## src/rtl/serial_adder.sv

```systemverilog
// serial_adder: bit-serial adder, one result bit per clock, WIDTH+2 cycles per operation.
// Define SERIAL_ADDER_OVF_EN to add the registered two's-complement overflow output ovf.
module serial_adder #(
  parameter int WIDTH = 8
) (
  input  logic             clk,
  input  logic             rst_n,
  input  logic             start,
  input  logic [WIDTH-1:0] a,
  input  logic [WIDTH-1:0] b,
  input  logic             cin,
  output logic             busy,
  output logic             done,
  output logic [WIDTH-1:0] sum,
`ifdef SERIAL_ADDER_OVF_EN
  output logic             ovf,
`endif
  output logic             cout
);
  localparam int CW = $clog2(WIDTH);
  typedef enum logic [1:0] {IDLE, RUN, DONE} state_t;
  state_t state;
  logic [WIDTH-1:0] sa, sb, ss;
  logic [CW-1:0] cnt;
  logic c, fs, fc, last;
  always_comb begin
    fs = sa[0] ^ sb[0] ^ c;
    fc = (sa[0] & sb[0]) | (sa[0] & c) | (sb[0] & c);
    last = cnt == CW'(WIDTH - 1);
  end
  always_ff @(posedge clk or negedge rst_n) begin
    if (!rst_n) begin
      state <= IDLE;
      sa <= '0;
      sb <= '0;
      ss <= '0;
      cnt <= '0;
      c <= 1'b0;
      busy <= 1'b0;
      done <= 1'b0;
      sum <= '0;
      cout <= 1'b0;
`ifdef SERIAL_ADDER_OVF_EN
      ovf <= 1'b0;
`endif
    end else begin
      case (state)
        IDLE: if (start) begin
          sa <= a;
          sb <= b;
          c <= cin;
          cnt <= '0;
          busy <= 1'b1;
          state <= RUN;
        end
        RUN: begin
          sa <= sa >> 1;
          sb <= sb >> 1;
          ss <= {fs, ss[WIDTH-1:1]};
          c <= fc;
          cnt <= cnt + CW'(1);
          if (last) begin
            state <= DONE;
            busy <= 1'b0;
            done <= 1'b1;
            sum <= {fs, ss[WIDTH-1:1]};
            cout <= fc;
`ifdef SERIAL_ADDER_OVF_EN
            // c still holds the carry into the MSB on this edge
            ovf <= c ^ fc;
`endif
          end
        end
        DONE: begin
          done <= 1'b0;
          state <= IDLE;
        end
        default: state <= IDLE;
      endcase
    end
  end
endmodule

```

## config.mk

```make
export PLATFORM = sky130hd
export DESIGN_NAME = serial_adder
export DESIGN_NICKNAME = d
export VERILOG_FILES = /design/src/rtl/serial_adder.sv
export SDC_FILE = /design/constraint.sdc
export NUM_CORES = 1
export LEC_CHECK = 0
export BUFFER_PORTS_ARGS = -buffer_cell sky130_fd_sc_hd__buf_2
export CELL_PAD_IN_SITES_DETAIL_PLACEMENT = 0
export CELL_PAD_IN_SITES_GLOBAL_PLACEMENT = 1
export CORE_UTILIZATION = 43
export DETAILED_ROUTE_END_ITERATION = 16
export PLACE_DENSITY_LB_ADDON = 0.12
export SETUP_SLACK_MARGIN = 0.3
export SLEW_MARGIN = 10
export SYNTH_ARGS = -nofsm -noshare
export SYNTH_HDL_FRONTEND = slang
export SYNTH_SLANG_ARGS = --single-unit
```

## constraint.sdc

```tcl
create_clock -name clk -period 2 [get_ports clk]
set_input_delay 0.2 -clock clk [delete_from_list [all_inputs] [get_ports clk]]
set_output_delay 0.2 -clock clk [all_outputs]
set_load 0.02 [all_outputs]
```

==> impl_metrics.tcl, run 1 <==
set metrics [dict create \
    crit_path_cell_trace "nor2b_4, nand2_8, mux2_4" \
    area_growth_pct 15.3 \
    setup_tns_ns 0 \
    ant_nets 0 \
    finalSetupViolCount 0 \
    rsz0062_at_grt "no" \
    r2r-end "cout" \
    report.final.hold_viol_count 0 \
    min_period_ns 1.50 \
    met2_usage 0.298 \
    antenna_found_initial 0 \
    dp_slack_ns 0.398 \
    totalWireLength_mm 3.59 \
    grt_first_pass_wirelength_mm 6.20 \
    ff2ff_path_depth 3 \
    drt_iter0_drc 87 \
    portBuffers 30 \
    peakVddDrop_mv 0.650 \
    place_congestion 0.709 \
    tritoncts "done" \
    hold_slack_ns 0.129 \
    syn-mean-instance-area_sq_um 11.6 \
    clockBufferDepth 2 \
    grt_max_degree 21 \
    grt_pass1_vias 1298 \
    grt_util_met3 0.0590 \
    clk_pin_slew_ns 0.07 \
    critical_path_class "reg -> reg" \
    yosys_warnings 0 \
    synth_seq_cells 40 \
    nNetsFinal 203 \
    cts-buffers-inserted 5 \
    grt_usage 0.193 \
    netlist_instances 150 \
    report.final.slew_viol_count 0 \
    critPathCapture "cout" \
    outcome "complete, no violations" \
    overflow 0 \
    crit_path_max_incr_delay_ns 0.51 \
    drive_gt1_frac 0.287 \
    syn-num-nets 173 \
    die_area_sq_um 4320 \
    cp_top_family "simple AND/OR/NAND/NOR gates" \
    worst_pin_slew_ns 0.503 \
    slew_headroom 0.665 \
    crit_cells 3 \
    arrival_ns 1.68 \
    worst-endpoint-required_ns 2.18 \
    vias 1290 \
    cpMaxStageDelayCell "dfrtp_1" \
    gr-usage-met1 0.256 \
    end_kind "register" \
    synth_cell_types 23 \
    clock_latency_ns 0.29 \
    initial_core_util 0.463 \
    ff2ff_setup_slack_ns 0.50 \
    cts.sinks 40 \
    cap_viol_max_count 0 \
    max_freq_mhz 667 \
    rr_startpoint "state[0]" \
    postLayoutSetupSlackWorst_ns 0.501 \
    dr.pass1.iters 4 \
    power_density_nw_per_um2 1610 \
    gr-max-usage-layer "met2" \
    wire_per_inst_microns 15.7 \
    syn-cell-area_sq_um 1750 \
    viasPerCell 5.63 \
    mostFrequentLayoutCells "40 x dfrtp_1, 30 x buf_2, 25 x o22ai_1" \
    ys_seq_area_frac 0.573 \
    antennaDiodeCount 0 \
    fp.dieH_microns 65.7 \
    die_w_microns 65.7 \
    root_buffer "clkbuf_8" \
    crit_buf_inv 0 \
    fp-row-count 22 \
    finalClockSkew_ns 0.00377 \
    fp.coreArea_sq_um 3770 \
    cp-startpoint "state[0]" \
    start_kind "register" \
    dpl.hpwl_mm 2.38 \
    cts-htree-levels 2 \
    crit_fanout 10 \
    hp-class "in -> reg" \
    p_leak_nw 0.958 \
    ios 31 \
    drc 0 \
    layout_commonest_cell "dfrtp_1" \
    period_share 0.749 \
]
[state kept, by name (all words and copies together) (netlist names)]
register  count
cnt           3
sa            8
sum           8
cout          1
busy          1
ss            7
c             1
done          1
state         2
sb            8
[timing repair]
action / in CTS / in global routing
setup endpoints to repair: 0 / 6
endpoints found under the hold margin: 10 / 0
buffers inserted: 0 / 0
resized for setup: 0 / 1
hold buffers: 1 / 0
[kinds of logic after synthesis]
family	synth area share
AND/OR/NAND/NOR	0.0917
buffers and inverters	0.0430
flip-flops	0.573
multiplexers	0.0774
AO/OA/AOI/OAI	0.189
adder cells (fa/ha/maj)	0.0258
[worst min path at each step]
stage / start / endpoint / slack [ns] / depth (start not counted)
floorplan: rst_n / busy / -0.1 / 0
global placement: rst_n / cnt[2] / 0.09 / 1
detailed placement: rst_n / ss[2] / 0.09 / 1
CTS: a[7] / sa[7] / 0.12 / 2
global route: a[7] / sa[7] / 0.14 / 2
finish: a[7] / sa[7] / 0.13 / 2
[report_power, final]
part | total, mW | leakage (nW) | switching, mW | internal (mW)
clock | 0.552 | 0.0455 | 0.270 | 0.281
combinational | 1.23 | 0.445 | 0.657 | 0.570
sequential | 1.46 | 0.468 | 0.274 | 1.18
[metrics by stage]
step | total power [mW] | instances | area [sq um] | util
finish | 3.23 | 229 | 2010 | 0.534
global route | 3.46 | 229 | 2010 | 0.534
CTS | 3.27 | 229 | 2010 | 0.534
detailed placement | 2.70 | 220 | 1910 | 0.507
global placement | 2.64 | 220 | 1910 | 0.507
floorplan | 2.41 | 150 | 1750 | -
[synthesized netlist by cell type]
| cell type | number | area [sq um] |
|---|---|---|
| ha_1 | 2 | 25.0 |
| o22ai_1 | 25 | 156 |
| clkbuf_1 | 2 | 7.51 |
| o21bai_1 | 1 | 7.51 |
| buf_6 | 2 | 22.5 |
| nor2b_4 | 1 | 13.8 |
| inv_2 | 1 | 3.75 |
| nand2_1 | 23 | 86.3 |
| o2bb2ai_1 | 1 | 8.76 |
| nand2_8 | 1 | 20.0 |
| o221a_2 | 1 | 11.3 |
| a22o_1 | 4 | 35.0 |
| buf_2 | 6 | 30.0 |
| fa_1 | 1 | 20.0 |
| nor2_1 | 3 | 11.3 |
| or4b_1 | 1 | 10.0 |
| mux2_4 | 9 | 135 |
| inv_1 | 3 | 11.3 |
| a21oi_1 | 14 | 70.1 |
| dfrtp_1 | 40 | 1000 |
| a2bb2oi_1 | 3 | 26.3 |
| o21ai_0 | 3 | 15.0 |
| nand2b_1 | 3 | 18.8 |
[per-layer routing]
metal	vias to the layer above	routed length, microns	share of wire
li1	606	-	-
met1	632	1680	0.47
met2	46	1660	0.46
met3	6	203	0.057
met4	0	46	0.013
met5	-	0	0
[layout make-up]
type	instances	area [sq um]
tap	48	60.1
clock buffer	8	90.1
timing repair buffer	33	175
fill	330	1760
multi-input combinational	96	673
sequential	40	1000
inverter	4	15.0
Power figures use the tool's default switching activity.
==> run 2, diff against run 1 <==
clock period = 1.4 ns   (was 2 ns; I/O delays follow)
==> impl_metrics.tcl, run 2 (synthesis results as in run 1) <==
set metrics [dict create \
    outcome "complete, no violations" \
    min_period_ns 1.30 \
    clock_latency_ns 0.29 \
    start_kind "register" \
    vias 1370 \
    crit_path_cell_trace "ha_2, ha_4, nand2_4, mux2_4" \
    swShare 0.376 \
    cp_top_family "flip-flops" \
    tritoncts "done" \
    clockBufferDepth 2 \
    cts-buffers-inserted 5 \
    p_leak_nw 1.12 \
    cpMaxStageDelayCell "dfrtp_1" \
    drc 0 \
    pwr-share-seq 0.386 \
    reg_top3 "sa (8), sb (8), sum (8)" \
    mostFrequentLayoutCells "38 x dfrtp_1, 31 x buf_2, 23 x nand2_1" \
    dpl.hpwl_mm 2.38 \
    crit_buf_inv 0 \
    root_buffer "clkbuf_8" \
    dp_cells 225 \
    crit_path_max_incr_delay_ns 0.39 \
    fp-row-count 22 \
    fillCellCount 286 \
    grt_pass1_vias 1392 \
    viasPerCell 5.42 \
    cts-htree-levels 2 \
    power_density_nw_per_um2 2290 \
    finalNonFillerCells 253 \
    die_w_microns 65.7 \
    place_congestion 0.709 \
    portBuffers 30 \
    period_share 0.927 \
    ios 31 \
    grt_max_degree 41 \
    clk_pin_slew_ns 0.08 \
    worst_pin_slew_ns 0.508 \
    fp.coreArea_sq_um 3770 \
    dr.pass1.iters 4 \
    totalWireLength_mm 4.15 \
    p_clk_frac 0.142 \
    cts.sinks 40 \
    drive_gt1_frac 0.541 \
    ant_nets 0 \
    report.final.hold_viol_count 0 \
    die_area_sq_um 4320 \
    area_growth_pct 38.9 \
    finalClockSkew_ns 0.0102 \
    hold_slack_ns 0.0743 \
    setup_tns_ns 0 \
    critical_path_class "reg -> reg" \
    arrival_ns 1.47 \
    end_kind "register" \
    ff2ff_setup_slack_ns 0.10 \
    overflow 0 \
    cap_viol_max_count 0 \
    pwr-share-comb 0.472 \
    rsz0062_at_grt "yes" \
    drt_iter0_drc 62 \
    finalSetupViolCount 0 \
    p_int_mw 3.47 \
    wire_per_inst_microns 16.4 \
    crit_fanout 5 \
    crit_cells 4 \
    fp.dieH_microns 65.7 \
    nNetsFinal 227 \
    grt_usage 0.216 \
    slew_headroom 0.661 \
    report.final.slew_viol_count 0 \
    antenna_found_initial 0 \
    layout_commonest_cell "dfrtp_1" \
    ff2ff_path_depth 4 \
    max_freq_mhz 771 \
    worst-endpoint-required_ns 1.57 \
    grt_first_pass_wirelength_mm 6.82 \
    min_path_cells 2 \
    initial_core_util 0.463 \
    peakVddDrop_mv 1.25 \
    switchingPower_mw 2.08 \
    hp-class "in -> reg" \
    antennaDiodeCount 0 \
]
## run 2: cell types whose count changed in the layout (fill, tap and decap cells not counted), moves of 3 or more
cell,previous run,this run
o22ai_1,25,8
o22ai_2,0,16
buf_4,2,17
a21oi_1,14,10
a21oi_2,0,4
buf_6,0,4
nand2b_4,0,4
nor2_1,3,0
o21ai_0,3,0
## run 2: through the flow
stage	util	total power [mW]	setup WS [ns]	instance area [sq um]
after CTS	0.622	5.32	0.103	2340
after global placement	0.524	3.94	0.111	1970
final	0.643	5.55	0.103	2430
after global routing	0.643	5.95	0.0656	2430
after detailed placement	0.524	4.01	0.0688	1970
after floorplan	-	3.50	0.140	1780
## run 2: final cells by class
| type | count | area (sq um) | share of cell area |
|---|---|---|---|
| Sequential cell | 40 | 1000 | 0.414 |
| Timing Repair inverter | 1 | 8.76 | 0.00361 |
| Multi-Input combinational cell | 98 | 885 | 0.365 |
| Inverter | 4 | 26.3 | 0.0108 |
| Tap cell | 48 | 60.1 | 0.0248 |
| Timing Repair Buffer | 54 | 353 | 0.145 |
| Clock buffer | 8 | 90.1 | 0.0371 |
## run 2: power groups by stage
stage	clock, mW	combinational [mW]	sequential, mW
finish	0.789	2.62	2.14
detailed placement	0	1.91	2.10
global placement	0	1.86	2.07
floorplan	0	1.33	2.17
CTS	0.799	2.41	2.11
global route	0.858	2.88	2.21
## run 2: path summary, 6_finish.rpt
path                       endpoint    from
setup reg to reg             sum[3]  cnt[1]
max in group asynchronous  state[0]   rst_n
setup / recovery             sum[3]  cnt[1]
hold reg to reg               ss[1]   ss[1]
min in group asynchronous    cnt[2]   rst_n
hold / removal                sb[7]    b[7]
## run 2: per-layer routing
layer  vias to the layer above  GRT usage  part of all wire
met5                         -          0                 0
met4                         0     0.0897             0.015
li1                        657          -                 -
met2                        21      0.342              0.51
met3                         7     0.0503             0.031
met1                       685      0.281              0.44
## run 2: worst reg2reg max path, cell delays in order (launching register included)
cell and delay, ns:
dfrtp_1 0.39, ha_2 0.20, ha_4 0.19, nand2_4 0.11, mux2_4 0.30
## run 2: repair_timing
item | in CTS | in global routing
gates resized for setup | 38 | 13
pin swaps | 6 | 5
gates cloned | 4 | 0
setup buffers | 12 | 3
hold buffers | 1 | 0
hold endpoints to repair | 40 | 0
endpoints found under the setup margin | 39 | 40
